===== src/rtl/riscv_mem_pkg.sv =====
// Shared types and decode helpers for the MEM pipeline stage.
// Opcode names are right-aligned ASCII, zero-padded on the left.
package riscv_mem_pkg;

    localparam int NAME_W = 12 * 8 + 1;

    typedef enum logic [1:0] {IDLE, REQ, WAIT} mem_state_t;

    typedef enum logic [3:0] {
        MEM_NONE, LB, LH, LW, LD, LBU, LHU, LWU, SB, SH, SW, SD
    } mem_kind_t;

    function automatic mem_kind_t decode_mem_kind(input logic [NAME_W-1:0] name);
        mem_kind_t k;
        case (name)
            NAME_W'("lb"):  k = LB;
            NAME_W'("lh"):  k = LH;
            NAME_W'("lw"):  k = LW;
            NAME_W'("ld"):  k = LD;
            NAME_W'("lbu"): k = LBU;
            NAME_W'("lhu"): k = LHU;
            NAME_W'("lwu"): k = LWU;
            NAME_W'("sb"):  k = SB;
            NAME_W'("sh"):  k = SH;
            NAME_W'("sw"):  k = SW;
            NAME_W'("sd"):  k = SD;
            default:        k = MEM_NONE;
        endcase
        return k;
    endfunction

    // Low address bits that must be zero for a naturally aligned access.
    function automatic logic [2:0] align_mask(input mem_kind_t k);
        case (k)
            LH, LHU, SH: return 3'b001;
            LW, LWU, SW: return 3'b011;
            LD, SD:      return 3'b111;
            default:     return 3'b000;
        endcase
    endfunction

    function automatic logic is_store(input mem_kind_t k);
        return (k == SB) || (k == SH) || (k == SW) || (k == SD);
    endfunction

endpackage


===== src/rtl/load_align_extend.sv =====
// Purpose: shift a 64-bit memory word down to the access lane, then size and extend it.
// Latency: combinational.
// Backpressure: none.
module load_align_extend
    import riscv_mem_pkg::*;
(
    input  logic [63:0] resp_dat,
    input  logic [2:0]  off,
    input  mem_kind_t   kind,
    output logic [63:0] load_dat
);

    logic [63:0] lane;

    always_comb begin
        lane = resp_dat >> {off, 3'b000};
        case (kind)
            LB:      load_dat = {{56{lane[7]}},  lane[7:0]};
            LH:      load_dat = {{48{lane[15]}}, lane[15:0]};
            LW:      load_dat = {{32{lane[31]}}, lane[31:0]};
            LBU:     load_dat = {56'd0, lane[7:0]};
            LHU:     load_dat = {48'd0, lane[15:0]};
            LWU:     load_dat = {32'd0, lane[31:0]};
            default: load_dat = lane;
        endcase
    end

endmodule


===== src/rtl/memory_access_stage.sv =====
// Purpose: MEM stage; drives the data-memory port for loads/stores, aligns loads, registers writeback.
// Latency: non-memory op 1 cycle; memory op 1 + request wait + response wait + 1.
// Backpressure: stage3_stall while not IDLE; dmem_req_ready holds REQ; writeback never stalls.
// Option MEM_STAGE_MISALIGN_TRAP_EN: misaligned accesses report instead of forcing alignment.
module memory_access_stage
    import riscv_mem_pkg::*;
#(
    parameter int BUS_DATA_WIDTH         = 64,
    parameter int REGISTER_WIDTH         = 64,
    parameter int REGISTER_NUMBER_WIDTH  = 5,
    parameter int INSTRUCTION_NAME_WIDTH = 12
) (
    input  logic                                clk,
    input  logic                                reset_n,
    input  logic                                stage3_valid,
    input  logic [REGISTER_WIDTH-1:0]           stage3_alu_result,
    input  logic [REGISTER_WIDTH-1:0]           stage3_rs2_val,
    input  logic [REGISTER_NUMBER_WIDTH:0]      stage3_rd,
    input  logic [INSTRUCTION_NAME_WIDTH*8:0]   stage3_opcode_name,
    input  logic [BUS_DATA_WIDTH-1:0]           stage3_pc,
    output logic                                stage3_stall,
    output logic                                dmem_req_valid,
    input  logic                                dmem_req_ready,
    output logic [BUS_DATA_WIDTH-1:0]           dmem_addr,
    output logic                                dmem_we,
    output logic [BUS_DATA_WIDTH-1:0]           dmem_wdata,
    output logic [7:0]                          dmem_wstrb,
    input  logic                                dmem_resp_valid,
    input  logic [BUS_DATA_WIDTH-1:0]           dmem_resp_data,
    output logic                                nstage4_valid,
    output logic [REGISTER_WIDTH-1:0]           nstage4_result,
    output logic [REGISTER_NUMBER_WIDTH:0]      nstage4_rd,
    output logic [INSTRUCTION_NAME_WIDTH*8:0]   nstage4_opcode_name,
    output logic [BUS_DATA_WIDTH-1:0]           nstage4_pc
`ifdef MEM_STAGE_MISALIGN_TRAP_EN
    ,
    output logic                                nstage4_misaligned
`endif
);

    mem_state_t                        state_q, state_d;
    mem_kind_t                         kind_q, kind_d;
    logic [BUS_DATA_WIDTH-1:0]         addr_q, addr_d;
    logic [REGISTER_WIDTH-1:0]         wdat_q, wdat_d;
    logic [REGISTER_NUMBER_WIDTH:0]    rd_q, rd_d;
    logic [INSTRUCTION_NAME_WIDTH*8:0] name_q, name_d;
    logic [BUS_DATA_WIDTH-1:0]         pc_q, pc_d;

    logic                              wb_vld_q, wb_vld_d;
    logic [REGISTER_WIDTH-1:0]         wb_result_q, wb_result_d;
    logic [REGISTER_NUMBER_WIDTH:0]    wb_rd_q, wb_rd_d;
    logic [INSTRUCTION_NAME_WIDTH*8:0] wb_name_q, wb_name_d;
    logic [BUS_DATA_WIDTH-1:0]         wb_pc_q, wb_pc_d;

    mem_kind_t   in_kind;
    logic        capture;
    logic        in_trap;
    logic [2:0]  off;
    logic [63:0] load_dat;

    assign in_kind = decode_mem_kind(stage3_opcode_name);
    assign capture = (state_q == IDLE) && stage3_valid;

`ifdef MEM_STAGE_MISALIGN_TRAP_EN
    logic wb_mis_q, wb_mis_d;
    assign in_trap = (stage3_alu_result[2:0] & align_mask(in_kind)) != 3'b000;
`else
    assign in_trap = 1'b0;
`endif

    // Misaligned low bits are dropped, so every access lands on its natural lane.
    assign off = addr_q[2:0] & ~align_mask(kind_q);

    load_align_extend u_load_align_extend (
        .resp_dat (dmem_resp_data),
        .off      (off),
        .kind     (kind_q),
        .load_dat (load_dat)
    );

    always_ff @(posedge clk or negedge reset_n) begin
        if (!reset_n) state_q <= IDLE;
        else          state_q <= state_d;
    end

    always_comb begin
        state_d = state_q;
        case (state_q)
            IDLE:    if (capture && in_kind != MEM_NONE && !in_trap) state_d = REQ;
            REQ:     if (dmem_req_ready) state_d = WAIT;
            WAIT:    if (dmem_resp_valid) state_d = IDLE;
            default: state_d = IDLE;
        endcase
    end

    always_comb begin
        stage3_stall   = (state_q != IDLE);
        dmem_req_valid = 1'b0;
        dmem_addr      = '0;
        dmem_we        = 1'b0;
        dmem_wdata     = '0;
        dmem_wstrb     = 8'h00;
        if (state_q == REQ) begin
            dmem_req_valid = 1'b1;
            dmem_addr      = {addr_q[BUS_DATA_WIDTH-1:3], 3'b000};
            dmem_we        = is_store(kind_q);
            if (is_store(kind_q)) dmem_wdata = wdat_q << {off, 3'b000};
            case (kind_q)
                SB:      dmem_wstrb = 8'h01 << off;
                SH:      dmem_wstrb = 8'h03 << off;
                SW:      dmem_wstrb = 8'h0F << off;
                SD:      dmem_wstrb = 8'hFF;
                default: dmem_wstrb = 8'h00;
            endcase
        end
    end

    always_comb begin
        kind_d = kind_q;
        addr_d = addr_q;
        wdat_d = wdat_q;
        rd_d   = rd_q;
        name_d = name_q;
        pc_d   = pc_q;
        if (capture && in_kind != MEM_NONE && !in_trap) begin
            kind_d = in_kind;
            addr_d = stage3_alu_result;
            wdat_d = stage3_rs2_val;
            rd_d   = stage3_rd;
            name_d = stage3_opcode_name;
            pc_d   = stage3_pc;
        end
    end

    always_comb begin
        wb_vld_d    = 1'b0;
        wb_result_d = wb_result_q;
        wb_rd_d     = wb_rd_q;
        wb_name_d   = wb_name_q;
        wb_pc_d     = wb_pc_q;
`ifdef MEM_STAGE_MISALIGN_TRAP_EN
        wb_mis_d    = 1'b0;
`endif
        if (capture && (in_kind == MEM_NONE || in_trap)) begin
            wb_vld_d    = 1'b1;
            wb_result_d = stage3_alu_result;
            wb_rd_d     = stage3_rd;
            wb_name_d   = stage3_opcode_name;
            wb_pc_d     = stage3_pc;
`ifdef MEM_STAGE_MISALIGN_TRAP_EN
            wb_mis_d    = in_trap;
`endif
        end else if (state_q == WAIT && dmem_resp_valid) begin
            wb_vld_d    = 1'b1;
            wb_result_d = is_store(kind_q) ? '0 : load_dat;
            wb_rd_d     = rd_q;
            wb_name_d   = name_q;
            wb_pc_d     = pc_q;
        end
    end

    always_ff @(posedge clk or negedge reset_n) begin
        if (!reset_n) begin
            kind_q      <= MEM_NONE;
            addr_q      <= '0;
            wdat_q      <= '0;
            rd_q        <= '0;
            name_q      <= '0;
            pc_q        <= '0;
            wb_vld_q    <= 1'b0;
            wb_result_q <= '0;
            wb_rd_q     <= '0;
            wb_name_q   <= '0;
            wb_pc_q     <= '0;
`ifdef MEM_STAGE_MISALIGN_TRAP_EN
            wb_mis_q    <= 1'b0;
`endif
        end else begin
            kind_q      <= kind_d;
            addr_q      <= addr_d;
            wdat_q      <= wdat_d;
            rd_q        <= rd_d;
            name_q      <= name_d;
            pc_q        <= pc_d;
            wb_vld_q    <= wb_vld_d;
            wb_result_q <= wb_result_d;
            wb_rd_q     <= wb_rd_d;
            wb_name_q   <= wb_name_d;
            wb_pc_q     <= wb_pc_d;
`ifdef MEM_STAGE_MISALIGN_TRAP_EN
            wb_mis_q    <= wb_mis_d;
`endif
        end
    end

    assign nstage4_valid       = wb_vld_q;
    assign nstage4_result      = wb_result_q;
    assign nstage4_rd          = wb_rd_q;
    assign nstage4_opcode_name = wb_name_q;
    assign nstage4_pc          = wb_pc_q;
`ifdef MEM_STAGE_MISALIGN_TRAP_EN
    assign nstage4_misaligned  = wb_mis_q;
`endif

endmodule


===== config.mk =====
export PLATFORM = sky130hd
export DESIGN_NAME = memory_access_stage
export DESIGN_NICKNAME = d
export VERILOG_FILES = /design/src/rtl/riscv_mem_pkg.sv /design/src/rtl/load_align_extend.sv /design/src/rtl/memory_access_stage.sv
export SDC_FILE = /design/constraint.sdc
export NUM_CORES = 1
export LEC_CHECK = 0
export CAP_MARGIN = 20
export CORE_AREA = 2 2 288 290
export CTS_CLUSTER_DIAMETER = 60
export CTS_CLUSTER_SIZE = 14
export DETAILED_ROUTE_END_ITERATION = 10
export DIE_AREA = 0 0 290 292
export GPL_TIMING_DRIVEN = 0
export HOLD_SLACK_MARGIN = 0.06
export PLACE_DENSITY = 0.62
export SETUP_SLACK_MARGIN = 0.4
export SLEW_MARGIN = 20
export SYNTH_ARGS = -nofsm -noshare
export SYNTH_HDL_FRONTEND = slang
export SYNTH_SLANG_ARGS = --single-unit

===== constraint.sdc =====
create_clock -name clk -period 3.3 [get_ports clk]
set_clock_uncertainty 0.05 [all_clocks]
set_input_delay 0.33 -clock clk [delete_from_list [all_inputs] [get_ports clk]]
set_output_delay 0.33 -clock clk [all_outputs]
set_load 0.005 [all_outputs]

**Word-level counts from Yosys, hierarchy flattened**

Memory sizes are Yosys's and may differ from the RTL's.
Cells that the tools add are included.

- Register bits: 533
- Bits in read-only memories: 48
- Memories kept: 1

Memories:

| name | words | bits a word | read ports | clocked after Yosys merged registers in | wr ports | RTL line | source |
|---|---|---|---|---|---|---|---|
| (name not given) | 16 | 3 | 1 | 0 | 0 | riscv_mem_pkg.sv:34 | `case (k)` |

- Equality and inequality tests: 26
- Shift-type cells: 5
- Mux-type cells: 24
- Bitwise operators: 2
- Reductions and logical operators: 13

Operators by type and width:

| cell | number |
|---|---|
| 97-bit by 15-bit == test with 1-bit output, second input constant | 8 |
| 64-bit 2-to-1 mux | 8 |
| 64-bit one-hot mux with 6 select lines | 1 |
| 97-bit by 23-bit == test with 1-bit output, second input constant | 3 |
| 97-bit 2-to-1 mux | 2 |
| 64-bit by 6-bit left shift with 64-bit output | 1 |
| 64-bit by 6-bit right shift with 64-bit output | 1 |
| 4-bit one-hot mux with 11 select lines | 1 |
| 8-bit one-hot mux with 4 select lines | 1 |
| 4-bit == test, second input constant | 4 |
| 4-bit by 3-bit == test with 1-bit output, second input constant | 3 |
| 6-bit 2-to-1 mux | 2 |
| 4-bit by 2-bit == test with 1-bit output, second input constant | 2 |
| 8-bit 2-to-1 mux | 1 |
| 1-bit by 3-bit left shift with 8-bit output, first input constant | 1 |
| 2-bit by 3-bit left shift with 8-bit output, first input constant | 1 |
| 4-bit by 3-bit left shift with 8-bit output, first input constant | 1 |
| 2-bit 2-to-1 mux | 3 |
| 2-bit one-hot mux with 3 select lines | 1 |
| 4-bit by 1-bit == test with 1-bit output, second input constant | 1 |
| 1-bit logical AND | 4 |
| 4-bit zero test | 1 |
| 1-bit 2-to-1 mux | 4 |
| 2-bit != test, second input constant | 2 |
| other kinds (10) | 13 |

**Depth between registers and ports, before layout**

Gate-level depths: netlist of run 1.
An unclocked memory read counts as a cell.

- Depth after elaboration: 8
- Mapped depth: 12

**Cells and area by module**

A second synthesis of run 1 with hierarchy kept.

- Cell total of the unflattened synthesis: 2172
- Area total of the unflattened synthesis: 27473.8 µm²

By module, submodules not included:

| module | instances | cells each | area an instance (µm²) |
|---|---|---|---|
| memory_access_stage | 1 | 1878 | 25057.8 |
| load_align_extend | 1 | 294 | 2416.1 |

**Worst setup path before layout of run 1**

Ideal clock, no wire load.

- Path type: reg2out
- Start: register kind_q[1]
- End: output dmem_wstrb[0]
- Arrival time: 2544 ps
- Data required time: 2920 ps
- Path slack: 376 ps
- Stages on the path, launching flop included: 10
- Buffers on the path: 3
- Cell sequence: dfrtp_1 inv_1 ha_1 or3b_1 o211ai_2 clkbuf_1 clkbuf_1 clkbuf_1 nand3_1 a21oi_1

- Longest elaborated chain between the ends: 6
- Elaborated cells on any way between the ends: 12
- Classes of those cells: eq/ne: 4; shift: 3; mux: 2; bitwise: 2; memory: 1

RTL lines:

| what | RTL line | source |
|---|---|---|
| from (decl) | memory_access_stage.sv:42 | `mem_kind_t kind_q, kind_d;` |
| from (signal assigned) | memory_access_stage.sv:179 | `kind_q <= kind_d;` |
| memory read 16 x 3 bit | - |  |
| 3-bit NOT | memory_access_stage.sv:72 | `assign off = addr_q[2:0] & ~align_mask(kind_q);` |
| 3-bit bitwise AND | memory_access_stage.sv:72 |  |
| 4-bit by 3-bit left shift with 8-bit output, or another cell as far along | memory_access_stage.sv:111 | `SW: dmem_wstrb = 8'h0F << off;` |
| 8-bit one-hot mux with 4 select lines * | memory_access_stage.sv:108 | `case (kind_q)` |
| 8-bit 2-to-1 mux * | memory_access_stage.sv:103 | `if (state_q == REQ) begin` |
| to (decl) | memory_access_stage.sv:27 | `output logic [7:0] dmem_wstrb,` |

Mark *: on every way between the ends. The rest lies on a longest branch, timed or not.

**Worst setup path in the final report of run 1**

- Start: register kind_q[1]
- End: output dmem_wdata[56]

- Longest elaborated chain between the ends: 6
- Elaborated cells on any way between the ends: 13
- Classes of those cells: eq/ne: 4; shift: 1; mux: 2; bitwise: 2; reduce/logical: 3; memory: 1

RTL lines:

| what | RTL line | source |
|---|---|---|
| memory read 16 x 3 bit or 4-bit == test (tied branches) | - |  |
| 3-bit NOT or 1-bit logical OR (tied branches) | memory_access_stage.sv:72, riscv_mem_pkg.sv:43 |  |
| 3-bit bitwise AND or 1-bit logical OR (tied branches) | memory_access_stage.sv:72, riscv_mem_pkg.sv:43 |  |
| 64-bit by 6-bit left shift with 64-bit output or 1-bit logical OR (tied branches) | memory_access_stage.sv:107, riscv_mem_pkg.sv:43 |  |
| 64-bit 2-to-1 mux * | memory_access_stage.sv:107 | `if (is_store(kind_q)) dmem_wdata = wdat_q << {off, 3'b000};` |
| 64-bit 2-to-1 mux * | memory_access_stage.sv:103 |  |
| to (decl) | memory_access_stage.sv:26 | `output logic [BUS_DATA_WIDTH-1:0] dmem_wdata,` |

Marks and branches as above.

==> results.toml, run 1 <==
[pwr]
intPower_w = 0.0114
power_frac_comb = 0.135
p_sw_frac = 0.259
power_switching_w = 0.00398
power_frac_clock = 0.412
total_power_w = 0.0154
pwr-share-seq = 0.452
powerDensity_nw_per_um2 = 379
irDropWorstVdd_mv = 0.449
p_leak_nw = 18.4

[synthesis]
syn_area_per_cell_um2 = 10.3
ys_seq_elements = 533
yosysUniqueCellTypes = 77
yosysSeqAreaShare = 0.510
synthFlopType = "dfrtp_1"
synth_edf_count = 0
syn-instance-count = 2535
postSynth.asyncResetShare = 1.00
synthTopCellsByArea = "dfrtp_1 (51%), mux2_2 (7.9%), a22oi_1 (4.9%), mux2i_1 (3.6%), nand2_1 (3.1%)"
yosys.area.top_type = "dfrtp_1"
netlist.area_leader.share = 0.510
ys_warn_count = 0
synth.cell_area_um2 = 26100

[clock_tree]
clock-sinks = 533
clk_pin_slew_ns = 0.07
cts-htree-levels = 2
cts_tree = "built"
cts-root-buf = "clkbuf_16"
cts-buffers-inserted = 54
cts.path.max_buffers = 3
worstSkewPairLatency_ns = 0.63

[sta]
fmax_mhz = 279
final_max_slew_viol_count = 0
setup_slack_ns = -0.284
finalCritPeriodShare = 1.09
final-hold-violation-count = 0
setup_viol = 116
worst_pin_slew_ns = 0.982
max_slew_margin = 0.346
grt_setup_unrepaired = "true"
tns_ns = -16.45
min_period_ns = 3.58

[routing]
drc = 0
drt-total-wl_um = 120000
drt_iter0_markers = 2210
drt_pass1_iterations = 6
viasPerCell = 5.36
post_drt_wl_per_cell_um = 26.1
vias = 24615
antenna_left = 0

[global_routing]
busiest_layer = "met2"
grt_pass1_vias = 24581
grt_pass1_wl_um = 172000
grt_use_total = 0.272
antenna_found_initial = 33
use_met3 = 0.0770
grt_max_degree = 96
met1_usage = 0.355
gr-total-overflow = 0
grtUsageMet2 = 0.432

[critical_path]
criticalPathCategory = "flop to output pin"
critPathLaunch = "kind_q[1]$_DFFE_PN0P_"
worstPathArrival_ns = 3.20
timing.rr.start = "kind_q[1]$_DFFE_PN0P_"
required_ns = 2.92
worst_setup_path_start_kind = "flop"
setup.worst_path.end = "dmem_wdata[56]"
crit_path_end_kind = "output pin"
r2r_setup_slack_ns = -0.20
r2r_cells = 19
r2r_end = "nstage4_result[32]$_DFFE_PN0P_"
cp_max_fo = 8

[layout]
fin_cells = 4596
final_layout_size_suffix_gt1_frac = 0.247
final_cell_area_um2 = 40600
area_growth_pct = 55.2
layout.nets = 3847

[placement]
portBuffers = 729
dpl_cell_area_um2 = 35000
gp_congestion = 0.976
dp_cells = 4344
dp.final_hpwl_um = 90300

[status]
status = "complete, but fails checks"
violations = "negative setup slack"

[die]
design.core.area_um2 = 81600
die_w_um = 290
start_util = 0.320
dieArea_um2 = 84700
rows = 105
die_h_um = 292
ioPinCount = 735

[hold_path]
hold_path.class = "input port to flop"

[run]
cap_violations = 0
[metal layers]
layer | up-vias | routed length (um)
li1 | 10890 | -
met1 | 12338 | 49500
met2 | 1135 | 55700
met3 | 234 | 10600
met4 | 18 | 4100
met5 | - | 115
[metrics by stage]
step	hold WS, ns	util	worst slack (ns)
final	0.0551	0.497	-0.284
after global routing	0.0702	0.497	-0.382
after CTS	0.114	0.483	-0.319
after detailed placement	0.210	0.429	-1.33
after global placement	0.409	0.426	-23.25
after floorplan	-0.0156	-	0.415
[sequential cells by signal, summed over array words and instances, names as in the netlist]
name	cells
name_q	97
nstage4_opcode_name	97
addr_q	64
nstage4_pc	64
nstage4_result	64
pc_q	64
wdat_q	64
nstage4_rd	6
rd_q	6
kind_q	4
state_q	2
nstage4_valid	1
[cell families after synthesis]
kind of cell / count (synthesis) / synth area share
AO/OA/AOI/OAI: 605 / 0.154
XOR/XNOR: 1 / 0.000335
adder cells (fa/ha/maj): 5 / 0.00239
buffers and inverters: 380 / 0.0599
flip-flops: 533 / 0.510
multiplexers: 330 / 0.141
other: 1 / 0.000143
AND/OR/NAND/NOR: 680 / 0.132
[Yosys cell counts, types with 69 or more instances]
cell	number
and2_1	104
clkbuf_1	99
o21ai_0	140
mux2i_1	95
a22oi_1	172
nor2_1	84
nand2_1	219
inv_1	181
a21oi_1	69
nor2b_1	80
dfrtp_1	533
nand3_1	70
mux2_2	184
[how the worst min path moves through the flow]
stage,startpoint,to,slack [ns],depth (start not counted)
final,stage3_opcode_name[15],nstage4_opcode_name[15]$_DFFE_PN0P_,0.06,3
after global routing,stage3_opcode_name[15],nstage4_opcode_name[15]$_DFFE_PN0P_,0.07,3
after CTS,reset_n,nstage4_pc[52]$_DFFE_PN0P_,0.11,2
after detailed placement,reset_n,nstage4_pc[52]$_DFFE_PN0P_,0.21,1
after global placement,addr_q[60]$_DFFE_PN0P_,addr_q[60]$_DFFE_PN0P_,0.41,1
after floorplan,reset_n,addr_q[0]$_DFFE_PN0P_,-0.02,0
[power groups by stage]
stage	Combinational, W	Clock (W)	Sequential [W]
2_1_floorplan	0.000468	0	0.00707
3_3_place_gp	0.00200	0	0.00709
3_5_place_dp	0.00203	0	0.00707
4_1_cts	0.00207	0.00648	0.00695
5_1_grt	0.00223	0.00672	0.00698
6_report	0.00208	0.00634	0.00696
[worst max-delay path: stages (launching register included)]
cell,delay (ns)
dfrtp_2,0.45
inv_4,0.09
ha_4,0.20
or3b_4,0.40
o211a_1,0.17
buf_6,0.17
clkbuf_16,0.18
mux2_4,0.32
o211ai_1,0.33
a21oi_2,0.10
buf_2,0.17
[what timing repair did]
item | in CTS | in global routing
pin swaps | 99 | 73
endpoints found under the setup margin | 667 | 643
gates resized for setup | 755 | 280
hold buffers | 3 | 0
gates cloned | 10 | 4
buffers inserted | 91 | 40
hold endpoints to repair | 187 | 0
[area by class of cell]
cell class                      instances  area (um^2)
Tap cell                             1070         1340
Antenna cell                           19         47.5
Timing Repair Buffer                  884         8760
Sequential cell                       533        13300
Clock inverter                         25          350
Buffer                                197         1920
Fill cell                            7462        41000
Clock buffer                           60         1390
Inverter                              183          694
Timing Repair inverter                  1         8.76
Multi-Input combinational cell       1624        12700
[cells in the final DEF (no fill, tap or decap), types with 10 or more instances in the layout]
cell type / netlist / routed
and3_1: 41 / 41
a211o_1: 12 / 12
mux2_1: 43 / 43
nand2_1: 219 / 212
clkbuf_16: 0 / 69
nor2_1: 84 / 53
clkbuf_8: 0 / 11
o21ai_0: 140 / 115
nand3_1: 70 / 58
a22oi_1: 172 / 160
buf_8: 0 / 17
buf_6: 0 / 84
clkbuf_4: 0 / 12
nor4_1: 20 / 14
buf_4: 16 / 109
mux2_2: 184 / 177
diode_2: 0 / 19
a31oi_1: 20 / 12
buf_2: 62 / 62
buf_16: 0 / 10
a21oi_2: 0 / 14
nor2_2: 2 / 20
a22oi_2: 0 / 12
a21oi_1: 69 / 47
and2_1: 104 / 89
clkdlybuf4s50_1: 0 / 654
nor2b_1: 80 / 79
mux2i_1: 95 / 63
clkbuf_1: 99 / 48
o21ai_1: 60 / 77
and2_4: 0 / 15
clkbuf_2: 1 / 21
inv_1: 181 / 179
nand4_1: 10 / 10
buf_12: 0 / 28
a221o_1: 26 / 26
o211ai_1: 11 / 11
mux2i_4: 0 / 27
dfrtp_1: 533 / 529
nor2_4: 0 / 13
Note: power is estimated with default switching activity, not from simulation.
==> inputs of run 2 (changes only) <==
CELL_PAD_IN_SITES_DETAIL_PLACEMENT = 1   (was unset)
CELL_PAD_IN_SITES_GLOBAL_PLACEMENT = 1   (was unset)
CORE_AREA = 2 2 286 288   (was 2 2 288 290)
DIE_AREA = 0 0 288 290   (was 0 0 290 292)
PLACE_DENSITY = 0.78   (was 0.62)
clock period = 3.9 ns   (was 3.3 ns; I/O delays follow)
==> run 2 against run 1 <==
  * The run now ends clean
  * Global-route usage up 2.8 points
  * Register-to-register slack gained 0.57 ns
  * Sequential power shrank 15%
  * Die area fell by 1.4%
  * Hold slack improved by 0.13 ns
  * Clock power decreased by 9.1%
  * Combinational power fell by 16%
  * Cell count shrank 0.46%
  * First-iteration DRC count rose by 5.0%
  * Non-clock buffer count fell by 31
==> results.toml, run 2 (same netlist as run 1, synthesis figures left out) <==
[status]
status = "completed"

[layout]
area_growth_pct = 52.2
layout_common_cells = "clkdlybuf4s50_1 (656), dfrtp_1 (529), nand2_1 (202)"
final_layout_size_suffix_gt1_frac = 0.226
seq_area_um2 = 13300
n_fill_cell = 8729
fin_cells = 4575
multi_input_area_um2 = 12400
mostFrequentLayoutCell = "clkdlybuf4s50_1"
post-route-util = 0.496
layout.nets = 3821

[placement]
dp.final_hpwl_um = 94900
gp_congestion = 0.974
dp_cells = 4334
portBuffers = 729

[routing]
drt-total-wl_um = 131000
dr_wl_met3_um = 10800
vias = 25462
viasPerCell = 5.57
drt_iter0_markers = 2321
drc = 0
wl_met1_um = 51900
antenna_left = 0
top_layer = "met5"
wl_met2_um = 61500
post_drt_wl_per_cell_um = 28.6
drt_pass1_iterations = 6

[clock_tree]
clock-sinks = 533
cts-root-buf = "clkbuf_16"
cts_tree = "built"
cts-buffers-inserted = 60
cts-htree-levels = 2
cts.path.max_buffers = 3
clk_pin_slew_ns = 0.06
worstSkewPairLatency_ns = 0.65

[global_routing]
grt_use_total = 0.300
grt_pass1_vias = 26644
gr-total-overflow = 0
grt_max_degree = 99
grt_pass1_wl_um = 185000
antenna_found_initial = 31

[pwr]
irDropWorstVdd_mv = 0.334
powerDensity_nw_per_um2 = 337
p_leak_nw = 18.2

[die]
ioPinCount = 735
rows = 104
dieArea_um2 = 83500
start_util = 0.326
die_w_um = 288
design.core.area_um2 = 80200
die_h_um = 290

[critical_path]
cp_max_fo = 7
r2r_setup_slack_ns = 0.37
crit_chain = "inv_2 -> ha_4 -> or3b_4 -> o211a_4 -> buf_12 -> clkbuf_16 -> mux2_4 -> nor2_2 -> a311oi_2 -> a21oi_1 -> nor2_1 -> buf_2"
critPathMaxStageDelay_ns = 0.46
cpMaxStageDelayCell = "dfrtp_2"
crit_path_end_kind = "output pin"
criticalPathCategory = "flop to output pin"
worst_setup_path_start_kind = "flop"
required_ns = 3.46
worstPathArrival_ns = 3.31

[sta]
min_period_ns = 3.75
finalCritPeriodShare = 0.961
setup_viol = 0
fmax_mhz = 267
final-hold-violation-count = 0
worst_pin_slew_ns = 0.949
grt_setup_unrepaired = "true"
hold_slack_ns = 0.185
final_max_slew_viol_count = 0
max_slew_margin = 0.368

[run]
cap_violations = 0

[hold_path]
hold_path.class = "input port to async pin"
## run 2: final timing paths
check,start,endpoint,cells past startpoint
hold reg to reg,name_q[14]$_DFFE_PN0P_,name_q[14]$_DFFE_PN0P_,1
setup / recovery,kind_q[0]$_DFFE_PN0P_,dmem_wdata[49],12
min in group clk,stage3_rs2_val[17],wdat_q[17]$_DFFE_PN0P_,2
setup reg to reg,kind_q[1]$_DFFE_PN0P_,nstage4_result[1]$_DFFE_PN0P_,12
hold / removal,reset_n,nstage4_pc[52]$_DFFE_PN0P_,2
max in group asynchronous,reset_n,nstage4_result[33]$_DFFE_PN0P_,5
## run 2: report_power, final
part	leakage, nW	switching, W	internal [W]	total [W]
logic	10.3	0.000816	0.000934	0.00175
clock network	0.963	0.00264	0.00312	0.00576
registers	6.99	0.000139	0.00575	0.00589
total	18.2	0.00360	0.00981	0.0134
## run 2: worst max-delay path, delay by kind of cell (launching register included)
kind | cells | cell delay, ns
AOI/OAI and AO/OA | 3 | 0.53
DFF | 1 | 0.46
buffers and inverters | 4 | 0.58
and+or+nand+nor | 3 | 0.63
muxes | 1 | 0.24
adders and majority gates | 1 | 0.20
## run 2: stage by stage
step	total power, W	setup slack [ns]	area [um^2]	TNS (ns)
final	0.0134	0.151	39800	0
after global routing	0.0139	0.0770	39800	0
after CTS	0.0135	0.147	38900	0
after detailed placement	0.00772	-1.29	35000	-407.41
after global placement	0.00768	-22.65	34800	-
after floorplan	0.00638	0.916	26200	0
## run 2: metal layers
layer  track usage  vias to the layer above
met5             0                        -
met1         0.382                    12961
met3        0.0754                      376
met2         0.482                     1268
li1              -                    10839
met4         0.128                       18
## run 2: what timing repair did
action,in CTS,in global routing
setup endpoints to repair,597,354
resized for setup,571,210
pin swaps,69,47
hold buffers,3,0
endpoints found under the hold margin,111,0
buffers inserted,74,31
gates cloned,6,2
## run 2: area by class of cell
type                       count  share of cell area
antenna                       21             0.00132
buffer                       197              0.0392
clock buffer                  67              0.0396
clock inverter                37              0.0102
inverter                     183              0.0174
multi-input combinational   1624               0.311
sequential                   533               0.335
tap                         1060              0.0333
timing repair buffer         853               0.212
==> inputs of run 3 (changes only) <==
CORE_AREA = 2 2 288 290   (was 2 2 286 288)
DIE_AREA = 0 0 290 292   (was 0 0 288 290)
DONT_BUFFER_PORTS = 1   (was unset)
PLACE_DENSITY = 0.62   (was 0.78)
==> run 3 against run 2 <==
  * The run now ends with negative hold slack, max-slew violations left
  * Critical path depth unchanged
  * Combinational power down 49%
  * Critical endpoint is now dmem_wdata[50]
  * Clock power down 4.5%
  * Worst setup slack better by 0.097 ns
  * Register-to-register slack better by 0.04 ns
  * Wire length down 6.0%
  * Non-clock buffer count down 482
==> results.toml, run 3 (same netlist as run 1, synthesis figures left out) <==
[sta]
tns_ns = 0
hold_slack_ns = -0.594
finalCritPeriodShare = 0.936
worst_pin_slew_ns = 1.63
final-hold-violation-count = 533
grt_setup_unrepaired = "true"
max_slew_margin = -0.0851
fmax_mhz = 274
setup_viol = 0
min_period_ns = 3.65
final_max_slew_viol_count = 103

[routing]
post_drt_wl_per_cell_um = 30.1
drc = 0
drt_pass1_iterations = 5
drt_iter0_markers = 1762
vias = 23356
antenna_left = 0
drt-total-wl_um = 123000
viasPerCell = 5.72

[pwr]
irDropWorstVdd_mv = 0.394
p_leak_nw = 15.9
powerDensity_nw_per_um2 = 359

[critical_path]
worst_setup_path_start_kind = "flop"
crit_chain = "inv_2 -> ha_4 -> or3b_4 -> o211a_1 -> buf_8 -> buf_12 -> clkbuf_16 -> mux2_4 -> nor2_2 -> a311oi_2 -> a21oi_1 -> nor2_1"
critPathMaxStageDelay_ns = 0.46
required_ns = 3.46
cp_max_fo = 6
r2r_cells = 13
worstPathArrival_ns = 3.21
crit_path_end_kind = "output pin"
cpMaxStageDelayCell = "dfrtp_2"
criticalPathCategory = "flop to output pin"

[layout]
area_growth_pct = 32.0
layout_common_cells = "dfrtp_1 (529), dlygate4sd3_1 (302), nand2_1 (207)"
final_layout_size_suffix_gt1_frac = 0.204
mostFrequentLayoutCell = "dfrtp_1"
post-route-util = 0.423
layout.nets = 3337

[clock_tree]
cts_hold_buf = 302
cts-root-buf = "clkbuf_16"
cts-htree-levels = 2
cts.path.max_buffers = 3
cts_tree = "built"
clk_pin_slew_ns = 0.07
clock-sinks = 533
worstSkewPairLatency_ns = 0.62
cts-buffers-inserted = 58

[global_routing]
gr-total-overflow = 0
grt_pass1_wl_um = 178000
antenna_found_initial = 13
grt_pass1_vias = 25211
grt_use_total = 0.281
grt_max_degree = 534

[run]
cap_violations = 0

[die]
dieArea_um2 = 84700
rows = 105
design.core.area_um2 = 81600
die_h_um = 292
ioPinCount = 735
die_w_um = 290
start_util = 0.320

[status]
violations = "negative hold slack, max-slew violations"
status = "complete, but fails checks"

[placement]
portBuffers = 0
gp_congestion = 0.960
dp.final_hpwl_um = 89200

[hold_path]
hold_path.class = "input port to async pin"
-- run 3: changes by cell type in the layout (fill, tap and decap cells not counted), moves of 8 or more --
| cell | previous run | this run |
|---|---|---|
| buf_4 | 95 | 73 |
| dlygate4sd3_1 | 3 | 302 |
| clkdlybuf4s50_1 | 656 | 0 |
| clkbuf_2 | 29 | 11 |
| clkbuf_1 | 61 | 76 |
| and2_1 | 88 | 98 |
| buf_16 | 9 | 1 |
| buf_2 | 69 | 32 |
| and2_4 | 16 | 6 |
| buf_6 | 56 | 21 |
| diode_2 | 21 | 7 |
-- run 3: area by class of cell --
class / count / area (um^2)
Multi-Input combinational cell: 1624 / 12100
Timing Repair Buffer: 371 / 3700
Tap cell: 1070 / 1340
Inverter: 183 / 688
Fill cell: 8883 / 47100
Sequential cell: 533 / 13300
Clock buffer: 64 / 1500
Clock inverter: 31 / 347
Buffer: 197 / 1460
Antenna cell: 7 / 17.5
-- run 3: routing by layer --
metal  track usage  wire length (um)  up-vias
met5             0                51        -
met3        0.0724              9400      283
met2         0.467             58400     1076
met4         0.115              5450        8
met1         0.348             49600    12170
li1              -                 -     9819
-- run 3: path summary, 6_finish.rpt --
| kind | end | startpoint | slack [ns] |
|---|---|---|---|
| worst max register to register | nstage4_result[17]$_DFFE_PN0P_ | kind_q[0]$_DFFE_PN0P_ | 0.41 |
| worst min register to register | name_q[5]$_DFFE_PN0P_ | name_q[5]$_DFFE_PN0P_ | 0.43 |
| min in group clk | nstage4_result[63]$_DFFE_PN0P_ | dmem_resp_data[63] | 0.12 |
| max in group asynchronous | nstage4_result[41]$_DFFE_PN0P_ | reset_n | 3.07 |
| worst min-delay path | nstage4_pc[51]$_DFFE_PN0P_ | reset_n | -0.59 |
| worst max-delay path | dmem_wdata[50] | kind_q[0]$_DFFE_PN0P_ | 0.25 |
-- run 3: worst max-delay path, delay by kind of cell (launching register included) --
family                     cells  cell delay (ns)
and+or+nand+nor                3             0.61
adders and majority gates      1             0.21
buffers and inverters          4             0.54
AOI/OAI and AO/OA              3             0.55
DFF                            1             0.46
muxes                          1             0.21
-- run 3: report_power, final --
group,total (W),switching (W),internal (W)
Sequential,0.00602,0.000264,0.00575
Clock,0.00550,0.00254,0.00296
Combinational,0.000884,0.000452,0.000432
Total,0.0124,0.00326,0.00914
-- run 3: timing repair --
item / CTS / global route
cloned: 3 / 1
pin swaps: 42 / 40
gates resized for setup: 292 / 104
setup buffers: 40 / 24
setup endpoints to repair: 296 / 242
endpoints found under the hold margin: 977 / 533
-- run 3: metrics by stage --
step	cells	power, W	worst slack [ns]	cell area [um^2]
after floorplan	2537	0.00638	0.916	26200
after global placement	3607	0.00664	-0.668	27500
after detailed placement	3608	0.00667	-0.541	27500
after CTS	4048	0.0125	0.226	33900
after global routing	4080	0.0128	0.182	34500
final	4080	0.0124	0.248	34500
